===== config.mk =====
export PLATFORM = sky130hd
export DESIGN_NAME = month_year_counter
export DESIGN_NICKNAME = d
export VERILOG_FILES = /design/src/rtl/month_year_counter.sv
export SDC_FILE = /design/constraint.sdc
export NUM_CORES = 1
export LEC_CHECK = 0
export CORE_AREA = 2 2 81 83
export DETAILED_ROUTE_END_ITERATION = 16
export DIE_AREA = 0 0 83 85
export PLACE_DENSITY_LB_ADDON = 0.12
export SYNTH_ARGS = -nofsm -noshare
export SYNTH_HDL_FRONTEND = slang
export SYNTH_SLANG_ARGS = --single-unit

===== constraint.sdc =====
create_clock -name clk_1Hz -period 5.8 [get_ports clk_1Hz]
set_input_delay 1.16 -clock clk_1Hz [delete_from_list [all_inputs] [get_ports clk_1Hz]]
set_output_delay 1.16 -clock clk_1Hz [all_outputs]
set_load 0.1 [all_outputs]

===== src/rtl/month_year_counter.sv =====
// Month/year calendar stage: advances on end-of-month midnight, supports push-button edit.
// Optional macro DAY_CLAMP_EN adds a day-clamp request after month/year edits.
module month_year_counter #(
   parameter int          YEAR_MIN   = 2000,
   parameter int          YEAR_MAX   = 2199,
   parameter logic [2:0]  MODE_DAY   = 3'b110,
   parameter logic [2:0]  MODE_MONTH = 3'b101,
   parameter logic [2:0]  MODE_YEAR  = 3'b100
) (
   input  logic        clk_1Hz,
   input  logic        rst,
   input  logic [5:0]  sec,
   input  logic [5:0]  min,
   input  logic [4:0]  hour,
   input  logic [4:0]  day,
   input  logic        btn_up,
   input  logic        btn_down,
   input  logic [2:0]  mode,
   output logic [3:0]  mont,
   output logic [12:0] year,
   output logic [4:0]  days_in_month,
   output logic        leap,
   output logic        year_tick,
   output logic        day_fix_valid,
   output logic [4:0]  day_fix
);

   localparam logic [12:0] LP_YMIN = YEAR_MIN[12:0];
   localparam logic [12:0] LP_YMAX = YEAR_MAX[12:0];

   function automatic logic is_leap(input logic [12:0] y);
      return ((y % 13'd4 == 13'd0) && (y % 13'd100 != 13'd0)) || (y % 13'd400 == 13'd0);
   endfunction

   function automatic logic [4:0] dim_of(input logic [3:0] m, input logic [12:0] y);
      logic [4:0] d;
      case (m)
         4'd2:                      d = is_leap(y) ? 5'd29 : 5'd28;
         4'd4, 4'd6, 4'd9, 4'd11:   d = 5'd30;
         default:                   d = 5'd31;
      endcase
      return d;
   endfunction

   logic [3:0]  r_mont;
   logic [12:0] r_year;
   logic        r_year_tick;

   logic [3:0]  w_mont_nxt;
   logic [12:0] w_year_nxt;
   logic        w_rollover;
   logic        w_midnight;
   logic        w_eom;

   assign mont          = r_mont;
   assign year          = r_year;
   assign year_tick     = r_year_tick;
   assign leap          = is_leap(r_year);
   assign days_in_month = dim_of(r_mont, r_year);

   assign w_midnight = (sec == 6'd59) && (min == 6'd59) && (hour == 5'd23);
   // A day past the month end (left by an edit) never matches, so the month holds.
   assign w_eom      = w_midnight && (day == days_in_month);

   always_comb begin
      w_mont_nxt = r_mont;
      w_year_nxt = r_year;
      w_rollover = 1'b0;
      if (mode == MODE_MONTH) begin
         if (!btn_up)
            w_mont_nxt = (r_mont == 4'd12) ? 4'd1 : r_mont + 4'd1;
         else if (!btn_down)
            w_mont_nxt = (r_mont == 4'd1) ? 4'd12 : r_mont - 4'd1;
      end else if (mode == MODE_YEAR) begin
         if (!btn_up)
            w_year_nxt = (r_year == LP_YMAX) ? LP_YMIN : r_year + 13'd1;
         else if (!btn_down)
            w_year_nxt = (r_year == LP_YMIN) ? LP_YMAX : r_year - 13'd1;
      end else if ((mode != MODE_DAY) && w_eom) begin
         if (r_mont == 4'd12) begin
            w_mont_nxt = 4'd1;
            w_year_nxt = (r_year == LP_YMAX) ? LP_YMIN : r_year + 13'd1;
            w_rollover = 1'b1;
         end else begin
            w_mont_nxt = r_mont + 4'd1;
         end
      end
   end

   always_ff @(posedge clk_1Hz) begin
      if (rst) begin
         r_mont      <= 4'd1;
         r_year      <= LP_YMIN;
         r_year_tick <= 1'b0;
      end else begin
         r_mont      <= w_mont_nxt;
         r_year      <= w_year_nxt;
         r_year_tick <= w_rollover;
      end
   end

`ifdef DAY_CLAMP_EN
   logic       r_fix_valid;
   logic [4:0] r_fix;
   logic       w_edit_chg;
   logic [4:0] w_dim_nxt;

   assign w_edit_chg = ((mode == MODE_MONTH) || (mode == MODE_YEAR)) &&
                       ((w_mont_nxt != r_mont) || (w_year_nxt != r_year));
   assign w_dim_nxt  = dim_of(w_mont_nxt, w_year_nxt);

   // Request is registered alongside the new month/year so the day stage sees both together.
   always_ff @(posedge clk_1Hz) begin
      if (rst) begin
         r_fix_valid <= 1'b0;
         r_fix       <= 5'd1;
      end else begin
         r_fix_valid <= w_edit_chg && (day > w_dim_nxt);
         if (w_edit_chg && (day > w_dim_nxt))
            r_fix <= w_dim_nxt;
      end
   end

   assign day_fix_valid = r_fix_valid;
   assign day_fix       = r_fix;
`else
   assign day_fix_valid = 1'b0;
   assign day_fix       = 5'd1;
`endif

endmodule


-- Yosys cells after proc, flatten, opt, wreduce, memory -nomap -nowiden
Cells that the tools add are included.
- bits in registers: 18
- input port bits: 29
- output and inout bits: 30
- word-level logic and storage cells: 63
- add/sub/neg operators: 4
- divide/modulo/power cells: 2
- eq/ne operators: 19
- muxes and demuxes: 17
- bitwise gates (word level): 2
- reduce and logical (&&, ||, !) cells: 16
- operators by type and width (operator ; number):
    2-to-1 mux 13 bit ; 7
    2-to-1 mux 4 bit ; 7
    logical NOT 13 bit ; 2
    adder 13 x 1 -> 13 bit (second input constant) ; 1
    equality test 13 x 11 -> 1 bit (second input constant) ; 1
    equality test 13 x 12 -> 1 bit (second input constant) ; 1
    modulo 13 x 7 -> 13 bit (second input constant) ; 1
    modulo 13 x 9 -> 13 bit (second input constant) ; 1
    nonzero test 13 bit ; 1
    subtractor 13 x 1 -> 13 bit (second input constant) ; 1
    equality test 4 bit (second input constant) ; 3
    equality test 6 bit (second input constant) ; 2
    != test 3 bit (second input constant) ; 3
    equality test 4 x 3 -> 1 bit (second input constant) ; 2
    OR reduction 4 bit ; 2
    equality test 3 bit (second input constant) ; 2
    nonzero test 2 bit ; 3
    equality test 5 bit ; 1
    equality test 5 bit (second input constant) ; 1
    logical AND 1 bit ; 5
    adder 4 x 1 -> 4 bit (second input constant) ; 1
    equality test 4 x 1 -> 1 bit (second input constant) ; 1
    equality test 4 x 2 -> 1 bit (second input constant) ; 1
    case mux 2 bit (2 select lines) ; 1
    7 further kinds ; 9

-- Depth between registers and ports, before layout
Gate-level depths: netlist (run 1).
- depth in word-level cells: 12
- gate-level depth with buffers: 22
- depth with buffers taken out: 17

-- Least setup slack after synthesis (run 1)
Ideal clock, no wire load.
- kind: flip-flop to output port
- start: register r_year[10] (netlist: year[10])
- end: output days_in_month[0]
- data arrival time: 4789 ps
- data required time: 4640 ps
- slack: -149 ps
- cell stages (with the launch flop): 16
- buffers on the path: 2
- path through: dfxtp_1 > buf_4 > a21oi_1 > or3_1 > a22o_1 > o211a_1 > a31oi_4 > mux2i_1 > buf_2 > o21ai_1 > o32ai_1 > mux2_2 > a2111o_1 > mux2i_1 > nand2_1 > o21a_1
- cells in the longest elaborated chain, start to end: 6
- elaborated cells on any way between the ends: 8
- those cells by class: 2 x div; 2 x mux; 4 x reduce/logical
- RTL lines (element ; line ; text):
    start: declaration ; 46 ; logic [12:0] r_year;
    start signal: assignment ; 97 ; r_year <= w_year_nxt;
    modulo 13 x 7 -> 13 bit ; 32 ; return ((y % 13'd4 == 13'd0) && (y % 13'd100 != 13'd0)) || (y % 13'd400 == 13'd0);
    nonzero test 13 bit ; 32 ;
    logical AND 1 bit ; 32 ;
    logical OR 1 bit (*) ; 32 ;
    2-to-1 mux 1 bit (*) ; 38 ; 4'd2: d = is_leap(y) ? 5'd29 : 5'd28;
    case mux 2 bit (2 select lines) (*) ; 37 ; case (m)
    end: declaration ; 21 ; output logic [4:0] days_in_month,
Every way passes the cells marked *; elsewhere a longest branch is shown, timed or not.

-- Worst setup path in the final report (run 1)
Same ends and word-level chain as after synthesis.

==> results of run 1 <==
==> layer usage <==
metal | share of wire [%] | global-route usage [%] | vias up
li1 | - | - | 1861
met1 | 43 | 34.4 | 1827
met2 | 49 | 45.6 | 191
met3 | 6.8 | 2.33 | 19
met4 | 1.9 | 7.00 | 0
met5 | 0 | 0 | -
==> critical path, delay by kind of cell, from the launching register on <==
family / cells / cell delay (ns)
compound gates: 10 / 2.42
buf+inv: 2 / 0.37
flops: 1 / 0.40
mux: 2 / 0.44
simple gates: 2 / 0.52
==> logic make-up (layout without fill, tap and decap cells) <==
group           after synthesis  after routing  share of synthesized area [%]
mux                          10             10                           3.44
simple gates                204            204                           31.4
flops                        18             18                           11.0
buf+inv                      66             94                           10.8
compound gates              162            162                           36.9
fa+ha+maj                     8              8                           2.98
xor+xnor                     10             11                           3.14
other cells                   2              9                          0.230
==> stage by stage <==
stage          setup WS, ns  area [µm²]  util [%]
3_3_place_gp          0.237        3760      60.6
4_1_cts             0.00347        3830      61.7
3_5_place_dp          0.196        3760      60.6
6_report              0.217        3990      64.3
2_1_floorplan         0.271        3300         -
5_1_grt              0.0133        3990      64.3
==> worst paths after layout <==
path	startpoint	endpoint	slack, ns	depth (start not counted)
hold reg to reg	mont[1]$_SDFFE_PP0P_	mont[1]$_SDFFE_PP0P_	0.60	2
setup / recovery	year[10]$_SDFFE_PP1P_	days_in_month[0]	0.22	16
setup reg to reg	year[10]$_SDFFE_PP1P_	year[7]$_SDFFE_PP1P_	0.64	21
hold / removal	mont[1]$_SDFFE_PP0P_	mont[1]$_SDFFE_PP0P_	0.60	2
==> cell usage in the layout, fill, tap and decap left out, types with 8 or more instances in the layout <==
master and instances:
a21oi_1 26, a31oi_1 8, buf_4 22, clkdlybuf4s50_1 47, conb_1 9, dfxtp_1 12, inv_1 17, nand2_1 52
nand3_1 21, nand4_1 9, nor2_1 48, nor3_1 14, o211ai_1 9, o21ai_0 28, o31ai_1 8
==> power breakdown <==
group          internal, mW  switching [mW]
Sequential            0.122         0.00325
Clock                0.0604          0.0459
Combinational        0.0364          0.0691
Total                 0.219           0.118
==> state kept, by name (all words and copies together) (netlist names) <==
| name | flops |
|---|---|
| year | 13 |
| mont | 4 |
| year_tick | 1 |
==> area by class of cell <==
cell class | instances | area, µm²
Timing Repair Buffer | 72 | 687
Tap cell | 77 | 96.3
Clock buffer | 4 | 55.1
Multi-Input combinational cell | 404 | 2700
Fill cell | 541 | 2220
Sequential cell | 18 | 383
Inverter | 18 | 67.6
==> repair_timing <==
action,4_1_cts,5_1_grt
pin swaps,0,5
buffers inserted,0,5
gates resized for setup,3,23
cloned,0,1
endpoints found under the setup margin,2,2
endpoints found under the hold margin,0,0
==> out/results.tsv, run 1 <==
metric	value	unit
critical_path_arrival	4.42	ns
min_period_over_period	96.3	%
placeableCoreArea	0.00620	mm²
min_period	5.58	ns
area_growth	22.0	%
hold_buffers	0	
drc	0	
worst_pin_slew	0.994	ns
nNetsFinal	553	
drive_above_1_share	14.5	%
cts_max_level	1	
end_kind	output pin	
overflow	0	
ys.flop_type	dfxtp_1	
syn_inst	480	
dpl.hpwl	7.31	mm
cp_cell_sequence	buf_4, or3b_1, a32o_1, o211a_1, a21oi_1, mux2_4, o21bai_1, a21oi_2, o31ai_1, a2111oi_2, o22ai_1, a2111o_1, mux2i_1, nand2_2, o21a_2, buf_12	
grt_max_degree	30	
synth_cell_types	82	
dp.cells	583	
viasPerCell	6.57	
drt-initial-drc-count	298	
gp_congestion	0.938	
finalSetupViolations	0	
synth.most_common_cell	nand2_1	
root_buffer	clkbuf_8	
fp.dieW	83	µm
yosysTopAreaCellShare	11.0	%
vias	3898	
ios	59	
crit_slowest_cell	a2111o_1	
ys_seq_elements	18	
rsz0062_at_grt	no	
relSlewSlack	33.5	%
die-area	0.00706	mm²
wire_per_inst	17.1	µm
ys_top_cells_by_count	nand2_1 (54), nor2_1 (48), o21ai_0 (29), a21oi_1 (28), nand3_1 (21)	
cp_max_fo	16	
cts_buffers	3	
critPathKind	reg -> out	
synth_edf_count	0	
report.final.slew_viol_count	0	
status	completed	
grt_pass1_vias	3370	
synth_warnings	0	
syn_area	0.00327	mm²
p_leak	1.46	nW
start_util	52.7	%
antenna_found_initial	0	
grt_pass1_wl	15.8	mm
p_per_area	84.5	mW/mm²
power	0.337	mW
dr.pass1.iters	5	
ir_drop	120	µV
fmax	179	MHz
clk_latency	0.26	ns
setup_tns	0	ns
cts_sinks	18	
grt.total_usage	26.0	%
n_antenna_cell	0	
async_reset_ff_share	0	%
worst_setup_path_start_kind	flip-flop	
synth.area.top_cells	dfxtp_1 (11%), nand2_1 (6.2%), nor2_1 (5.5%)	
cap_violations	0	
port_buffers	49	
die_y	85	µm
final_cell_count_no_fill	593	
ant_nets	0	
clock_tree.buffer_depth	2	
slowest_delay	0.41	ns
cp.required	4.64	ns
fin_hold_ws	0.600	ns
hold_class	reg -> reg	
row_count	29	
skew	0.00802	ns
routed_wl	10.1	mm
hold_viol	0	
clk_pin_slew	0.07	ns
yosysTopAreaCell	dfxtp_1	
synth_seq_area_share	11.0	%
synth_area_per_cell	6.81	µm²
tritoncts	yes	
Note: power is estimated with default switching activity, not from simulation.
==> run 2, diff against run 1 <==
--- a/config.mk
+++ b/config.mk
@@ -9,6 +9,7 @@
 export DETAILED_ROUTE_END_ITERATION = 16
 export DIE_AREA = 0 0 83 85
 export PLACE_DENSITY_LB_ADDON = 0.12
+export RECOVER_POWER = 50
 export SYNTH_ARGS = -nofsm -noshare
 export SYNTH_HDL_FRONTEND = slang
 export SYNTH_SLANG_ARGS = --single-unit
==> out/results.tsv, run 2 (synthesis results as in run 1) <==
metric	value	unit	change
grt_pass1_vias	3370		unchanged
clock_tree.buffer_depth	2		unchanged
cp_cell_sequence	buf_4, or3b_1, a32o_1, o211a_1, a21oi_1, mux2_4, o21bai_1, a21oi_2, o31ai_1, a2111oi_2, o22ai_1, a2111o_1, mux2i_1, nand2_2, o21a_2, buf_12		unchanged
root_buffer	clkbuf_8		unchanged
min_period	5.57	ns	was 5.58 ns
hold_class	reg -> reg		unchanged
min_period_over_period	96.1	%	was 96.3%
cts_buffers	3		unchanged
critical_path_arrival	4.41	ns	was 4.42 ns
drt-initial-drc-count	307		was 298
overflow	0		unchanged
skew	0.00595	ns	was 0.00802 ns
nNetsFinal	553		unchanged
cts_sinks	18		unchanged
clk_pin_slew	0.07	ns	about the same
status	completed		unchanged
rsz0062_at_grt	no		unchanged
tritoncts	yes		unchanged
report.final.slew_viol_count	0		unchanged
dr.pass1.iters	5		unchanged
grt_max_degree	30		unchanged
crit_slowest_cell	a2111o_1		unchanged
die-area	0.00706	mm²	unchanged
area_growth	22.0	%	unchanged
power	0.336	mW	was 0.337 mW
antenna_found_initial	0		unchanged
fmax	179	MHz	about the same
fp.dieW	83	µm	unchanged
ir_drop	120	µV	about the same
drc	0		unchanged
largest_register_ffs	13		unchanged
cp_max_fo	16		unchanged
grt.total_usage	26.0	%	unchanged
row_count	29		unchanged
wire_per_inst	17.0	µm	was 17.1 µm
worst_setup_path_start_kind	flip-flop		unchanged
cap_violations	0		unchanged
grt_pass1_wl	15.8	mm	unchanged
start_util	52.7	%	unchanged
p_per_area	84.2	mW/mm²	was 84.5 mW/mm²
finalSetupViolations	0		unchanged
critPathKind	reg -> out		unchanged
p_leak	1.47	nW	was 1.46 nW
design_area	0.00399	mm²	unchanged
worst_pin_slew	1.01	ns	was 0.994 ns
placeableCoreArea	0.00620	mm²	unchanged
final_common_cell	nand2_1		unchanged
setup_tns	0	ns	unchanged
cp.required	4.64	ns	about the same
drive_above_1_share	14.5	%	unchanged
vias	3871		was 3898
routed_wl	10.1	mm	about the same
gp_congestion	0.938		unchanged
layout_common_cells	nand2_1 (52), nor2_1 (48), o21ai_0 (28), clkdlybuf4s50_1 (28), a21oi_1 (26)		was nand2_1 (52), nor2_1 (48), clkdlybuf4s50_1 (47)
fill_cells	541		unchanged
slowest_delay	0.41	ns	about the same
dpl.hpwl	7.31	mm	unchanged
hold_viol	0		unchanged
port_buffers	49		unchanged
end_kind	output pin		unchanged
cts_max_level	1		unchanged
ios	59		unchanged
ant_nets	0		unchanged
n_antenna_cell	0		unchanged
viasPerCell	6.53		was 6.57
dpl_cell_area	0.00376	mm²	unchanged
relSlewSlack	32.7	%	was 33.5%
die_y	85	µm	unchanged
clk_latency	0.26	ns	about the same
run 2: worst paths after layout:
kind | startpoint | to | slack [ns] | depth (start not counted)
worst min register to register | mont[1]$_SDFFE_PP0P_ | mont[1]$_SDFFE_PP0P_ | 0.60 | 2
worst max register to register | year[10]$_SDFFE_PP1P_ | year[7]$_SDFFE_PP1P_ | 0.65 | 21
worst max-delay path | year[10]$_SDFFE_PP1P_ | days_in_month[0] | 0.23 | 16
worst min-delay path | mont[1]$_SDFFE_PP0P_ | mont[1]$_SDFFE_PP0P_ | 0.60 | 2
run 2: area by class of cell:
type | count | area, µm² | share of cell area (%)
flip-flops and latches | 18 | 383 | 9.60
inverters | 18 | 67.6 | 1.69
well taps | 77 | 96.3 | 2.42
clock buffers | 4 | 55.1 | 1.38
repair buffers | 72 | 687 | 17.2
multi-input cells | 404 | 2700 | 67.7
run 2: report_power, final:
group          switching (mW)  internal (mW)
Clock                  0.0452         0.0604
Sequential            0.00320          0.122
Combinational          0.0690         0.0359
Total                   0.117          0.218
run 2: through the flow:
stage          std cells  util, %  hold slack [ns]  setup slack (ns)
3_3_place_gp         583     60.6            0.574             0.237
5_1_grt              593     64.3            0.650            0.0140
6_report             593     64.3            0.595             0.227
2_1_floorplan        487        -            0.987             0.271
3_5_place_dp         583     60.6            0.584             0.196
4_1_cts              587     61.7            0.598           0.00347
run 2: timing repair:
action / in CTS / in global routing
buffers inserted: 0 / 5
pin swaps: 0 / 5
gates cloned: 0 / 1
resized for setup: 3 / 23
setup endpoints to repair: 2 / 2
hold buffers: 0 / 0
run 2: critical path, delay by kind of cell, from the launching register on:
family / cells / cell delay (ns)
multiplexers: 2 / 0.44
buffers and inverters: 2 / 0.37
AND/OR/NAND/NOR: 2 / 0.52
AO/OA/AOI/OAI: 10 / 2.42
flip-flops: 1 / 0.40
run 2: per-layer routing:
layer	routed length [µm]	share of wire (%)	vias up	GRT usage (%)
li1	-	-	1862	-
met1	4290	43	1804	34.4
met2	4910	49	188	45.6
met3	685	6.8	17	2.33
met4	170	1.7	0	7.00
met5	0	0	-	0
